`config.mk`:
```
export PLATFORM = sky130hd
export DESIGN_NAME = bullet_pool
export DESIGN_NICKNAME = d
export VERILOG_FILES = /design/src/rtl/bullet_pool.sv
export SDC_FILE = /design/constraint.sdc
export NUM_CORES = 1
export LEC_CHECK = 0
export BUFFER_PORTS_ARGS = -buffer_cell sky130_fd_sc_hd__buf_2
export CAP_MARGIN = 0
export CORE_MARGIN = 10
export CORE_UTILIZATION = 55
export CTS_BUF_LIST = sky130_fd_sc_hd__clkbuf_4
export DETAILED_ROUTE_END_ITERATION = 10
export PLACE_DENSITY = 0.74
export SYNTH_ARGS = -nofsm -noshare
export SYNTH_HDL_FRONTEND = slang
export SYNTH_HIERARCHICAL = 1
export SYNTH_SLANG_ARGS = --single-unit
```
`constraint.sdc`:
```
create_clock -name clk -period 10.3 [get_ports clk]
set_input_delay 1.545 -clock clk [delete_from_list [all_inputs] [get_ports clk]]
set_output_delay 1.545 -clock clk [all_outputs]
set_load 0.02 [all_outputs]
```
`src/rtl/bullet_pool.sv`:
```
// Player bullet pool: fixed slots fired from the muzzle, moving up per game tick,
// retired on leaving the top edge or on hitting the target box, plus pixel overlay.

module bullet_slot #(
  parameter int BW    = 4,
  parameter int BH    = 16,
  parameter int SPEED = 4
) (
  input  logic       clk,
  input  logic       rst,
  input  logic       tick,
  input  logic       spawn,
  input  logic [9:0] spawn_x,
  input  logic [9:0] spawn_y,
  input  logic [9:0] t_x,
  input  logic [9:0] t_y,
  input  logic [9:0] t_w,
  input  logic [9:0] t_h,
  input  logic [9:0] pix_x,
  input  logic [9:0] pix_y,
  output logic       active,
  output logic       hit,
  output logic       covers
);

  logic [9:0]  b_x, b_y, moved_y;
  logic        off_top, tgt_valid, overlap;
  logic [10:0] bx, my, tx, ty, px, py;

  assign off_top   = b_y < 10'(SPEED);
  assign moved_y   = b_y - 10'(SPEED);
  assign tgt_valid = (t_w != '0) && (t_h != '0);

  // all box math in 11 bits so right/bottom edges never wrap
  assign bx = {1'b0, b_x};
  assign my = {1'b0, moved_y};
  assign tx = {1'b0, t_x};
  assign ty = {1'b0, t_y};
  assign px = {1'b0, pix_x};
  assign py = {1'b0, pix_y};

  assign overlap = (bx < tx + {1'b0, t_w}) && (tx < bx + 11'(BW)) &&
                   (my < ty + {1'b0, t_h}) && (ty < my + 11'(BH));

  assign hit = tick && active && !off_top && tgt_valid && overlap;

  assign covers = active && (px >= bx) && (px < bx + 11'(BW)) &&
                  (py >= {1'b0, b_y}) && (py < {1'b0, b_y} + 11'(BH));

  always_ff @(posedge clk) begin
    if (!rst) begin
      active <= 1'b0;
      b_x    <= '0;
      b_y    <= '0;
    end else if (tick) begin
      if (active) begin
        if (off_top || hit) active <= 1'b0;
        else                b_y    <= moved_y;
      end else if (spawn) begin
        active <= 1'b1;
        b_x    <= spawn_x;
        b_y    <= spawn_y;
      end
    end
  end

endmodule

module bullet_pool #(
  parameter int          N_BULLETS = 4,
  parameter int          BW        = 4,
  parameter int          BH        = 16,
  parameter int          SPEED     = 4,
  parameter int          COOLDOWN  = 8,
  parameter logic [11:0] COLOR     = 12'h00F
) (
  input  logic                 clk,
  input  logic                 rst,
  input  logic                 tick,
  input  logic                 fire,
  input  logic [9:0]           p_x,
  input  logic [9:0]           p_y,
  input  logic [9:0]           t_x,
  input  logic [9:0]           t_y,
  input  logic [9:0]           t_w,
  input  logic [9:0]           t_h,
  input  logic [9:0]           pix_x,
  input  logic [9:0]           pix_y,
  output logic                 bullet_en,
  output logic [11:0]          bullet_rgb,
  output logic [N_BULLETS-1:0] active_mask,
  output logic                 hit,
  output logic [7:0]           hit_count
);

  logic [N_BULLETS-1:0] slot_act, slot_hit, slot_cov, free_sel, spawn;
  logic [7:0]           cooldown;
  logic                 fire_ok, any_free;
  logic [9:0]           spawn_y;

  // lowest free slot, judged on state at the start of the tick
  always_comb begin
    free_sel = '0;
    any_free = 1'b0;
    for (int i = 0; i < N_BULLETS; i++) begin
      if (!slot_act[i] && !any_free) begin
        free_sel[i] = 1'b1;
        any_free    = 1'b1;
      end
    end
  end

  assign fire_ok = tick && fire && (cooldown == 8'd0) &&
                   ({1'b0, p_y} >= 11'(BH)) && any_free;
  assign spawn   = fire_ok ? free_sel : '0;
  assign spawn_y = p_y - 10'(BH);

  for (genvar g = 0; g < N_BULLETS; g++) begin : g_slot
    bullet_slot #(.BW(BW), .BH(BH), .SPEED(SPEED)) u_slot (
      .clk(clk), .rst(rst), .tick(tick), .spawn(spawn[g]),
      .spawn_x(p_x), .spawn_y(spawn_y),
      .t_x(t_x), .t_y(t_y), .t_w(t_w), .t_h(t_h),
      .pix_x(pix_x), .pix_y(pix_y),
      .active(slot_act[g]), .hit(slot_hit[g]), .covers(slot_cov[g])
    );
  end

  assign active_mask = slot_act;

  always_ff @(posedge clk) begin
    if (!rst) begin
      cooldown   <= '0;
      hit        <= 1'b0;
      hit_count  <= '0;
      bullet_en  <= 1'b0;
      bullet_rgb <= '0;
    end else begin
      bullet_en  <= |slot_cov;
      bullet_rgb <= (|slot_cov) ? COLOR : 12'h000;
      hit        <= tick && (|slot_hit);
      if (tick) begin
        if (fire_ok)               cooldown <= 8'(COOLDOWN);
        else if (cooldown != 8'd0) cooldown <= cooldown - 8'd1;
        if (|slot_hit) hit_count <= hit_count + 8'd1;
      end
    end
  end

endmodule
```
==> impl_metrics.ini <==
[floorplan]
die_h_microns = 190.2
row_count = 62
dieArea_sq_um = 36190
io_pins = 110
dieWidth_microns = 190.2
core_sq_um = 28630
initial_core_util = 0.5568

[synthesis]
yosysUniqueCellTypes = 90
ys_ff_latch = 102
seq_area_frac_synth = 0.1281
yosysWarnings = 6
synth-main-ff-cell = dfxtp_1
async_flop_share = 0
synthTopCellsByArea = ha_1 30%, dfxtp_1 13%, a21oi_1 6.2%
syn_area_sq_um = 15940
synth-edff-count = 0
synth_top_area_share = 0.3022
synth_area_leader_cell = ha_1
syn_inst = 2005
syn_area_per_cell_sq_um = 7.950

[power]
pwr_density_cell_nw_per_um2 = 92.80
irDropWorstVdd_uv = 87.74
leakagePower_uw = 0.007107
p_total_uw = 1557

[grt]
antenna_found_initial = 1
gr-total-overflow = 0
grt_start_max_net_pins = 62
grt_pass1_wl_microns = 77730
grt_pass1_vias = 14550
track_usage = 0.2651

[place]
dp_hpwl_microns = 40140
port_buffers = 101
place.gp.congestion = 0.9299
place_inst = 2444

[cts]
ctsResizeCount = 0
cts_hold_buf = 0
cts_tree = yes
postCtsSetupRepairBufs = 0
htree_num_levels = 3
cts.clk_slew.worst_paths_ps = 190
clock_tree.buffer_depth = 2
numCtsBuffers = 9
clk_latency_ps = 500
clockRootBuffer = clkbuf_4
cts_sinks = 102

[finish]
area_growth_pct = 5.275
drive_gt1_frac = 0.07659
final_cell_mix = 385 x ha_1, 223 x nand2_1, 199 x a21oi_1
fin_nets = 2548
final_cells = 2461
final_common_cell = ha_1

[job]
cap_violations = 0

[worst_setup_path]
reg2reg_depth = 17
rrSetupSlack_ps = 5310
critPathMaxFanout = 12
worst_setup_path_end_kind = register
worstPathArrival_ps = 6560
crit_buf_inv = 1
critical_path.slowest_cell = o41a_1
worst-path-stages = 20
cp-start-kind = input pin
worstPathRequired_ps = 10730
path_cells = buf_2, ha_1, a21o_1, a21oi_1, o21bai_1, a21oi_1, o21ai_0, a21o_1, a21oi_1, xor2_1, ha_1, a21oi_1, nand2_1, a211oi_1, o211ai_1, nor4_4, o41a_1, nand4_4, or4_1, a21oi_1
cp_common_cell = a21oi_1
cp_slowest_stage_delay_ps = 580
crit_family = compound AO/OA/AOI/OAI gates
crit_type = input pin to register

[min_path]
hold_path_depth = 2
hp-class = register to register

[drt]
wl_per_cell_microns = 19.98
drc = 0
vias = 15220
dr.pass1.iters = 5
postRouteAntennaNets = 0
drt_iter0_markers = 1017
via_per_inst = 6.185
drt_wl_total_microns = 49180

[timing]
max-slew-margin-rel = 0.3285
rsz0062_at_grt = false
timing.fmax_mhz = 163.3
hold_violations = 0
whs_ps = 501.9
setup_viol = 0
min_period_ps = 6125
worst_pin_slew_ps = 1006
skew_ps = 42.87
min_period_over_period = 0.5947
finalSetupTns_ps = 0
slew_viol_final = 0

[run_status]
outcome = finished, final reports clean
## through the flow
stage / util / area, sq um / setup slack [ps]
floorplan: - / 15970 / 4801
global placement: 0.5810 / 16630 / 3914
detailed placement: 0.5810 / 16630 / 3709
CTS: 0.5861 / 16780 / 4250
global route: 0.5862 / 16780 / 4010
finish: 0.5862 / 16780 / 4175
## worst register-to-register path: stages (launching register included)
cell and delay, ps:
dfxtp_1 500, inv_1 180, ha_1 260, xnor2_1 300, inv_1 160, ha_1 250
xnor2_1 150, ha_1 330, a21oi_1 220, o21a_1 160, o21ai_0 80, a221oi_1 370
o21ai_2 130, nor4_4 420, o41a_1 570, nand4_4 170, or4_1 530, a21oi_1 150
## path summary, 6_finish.rpt
| check | startpoint | endpoint |
|---|---|---|
| max reg2reg | g_slot[0].u_slot/b_y[2] | hit_count[7] |
| min reg2reg | hit_count[7] | hit_count[7] |
| min | hit_count[7] | hit_count[7] |
| max | t_y[1] | hit_count[7] |
## sequential cells by signal (all words and copies together), names as in the netlist
name                  flops
g_slot.u_slot/b_x        40
g_slot.u_slot/active      4
hit_count                 8
bullet_rgb                1
cooldown                  8
g_slot.u_slot/b_y        40
hit                       1
## Yosys cell counts (all sizes together), types with 4 or more instances
master and instances:
a31oi 15, o21ai 91, xor2 42, o2111a 4, mux2i 20, mux2 5
clkbuf 25, dfxtp 102, o221ai 5, o21bai 17, nand4 35, o2111ai 12
nor3 24, a21boi 4, ha 385, nor2 78, inv 149, a21o 46
or3 8, a41oi 5, o211ai 38, xnor2 101, o32ai 5, nand2 226
fa 8, a211oi 20, nand3 93, nor2b 20, o311a 5, o31ai 10
nand2b 35, buf 29, o21a 25, a21oi 199, nor4 29, a221oi 6
and4 7, or4 10, and3 15, and2 5
## layout make-up
cell class | instances | area, sq um
multi-input combinational | 1704 | 13020
fill | 2710 | 11850
sequential | 102 | 2042
inverter | 150 | 563.0
timing repair buffer | 104 | 528.0
tap | 384 | 480.5
clock inverter | 7 | 77.57
clock buffer | 9 | 67.56
antenna | 1 | 2.502
## routing by layer
layer | up-vias | track usage | wire length, microns
li1 | 7473 | - | -
met1 | 7137 | 0.3448 | 22040
met2 | 500 | 0.4404 | 22500
met3 | 112 | 0.02780 | 2725
met4 | 0 | 0.1060 | 1912
met5 | - | 0 | 0
## power by group
group / internal [uW] / switching, uW / total (uW)
logic: 382 / 511 / 892
registers: 416 / 32.6 / 448
clock network: 57.0 / 159 / 216
total: 854 / 703 / 1560
## cells by family (layout without fill, tap and decap cells)
| logic type | Yosys count | after routing | share of synthesized area |
|---|---|---|---|
| other cells | 1 | 9 | 0.0002353 |
| flops | 102 | 102 | 0.1281 |
| mux | 25 | 25 | 0.01609 |
| compound gates | 533 | 533 | 0.2126 |
| simple gates | 602 | 602 | 0.1919 |
| xor+xnor | 143 | 143 | 0.08211 |
| fa+ha+maj | 393 | 393 | 0.3123 |
| buf+inv | 206 | 270 | 0.05675 |
Power figures use the tool's default switching activity.
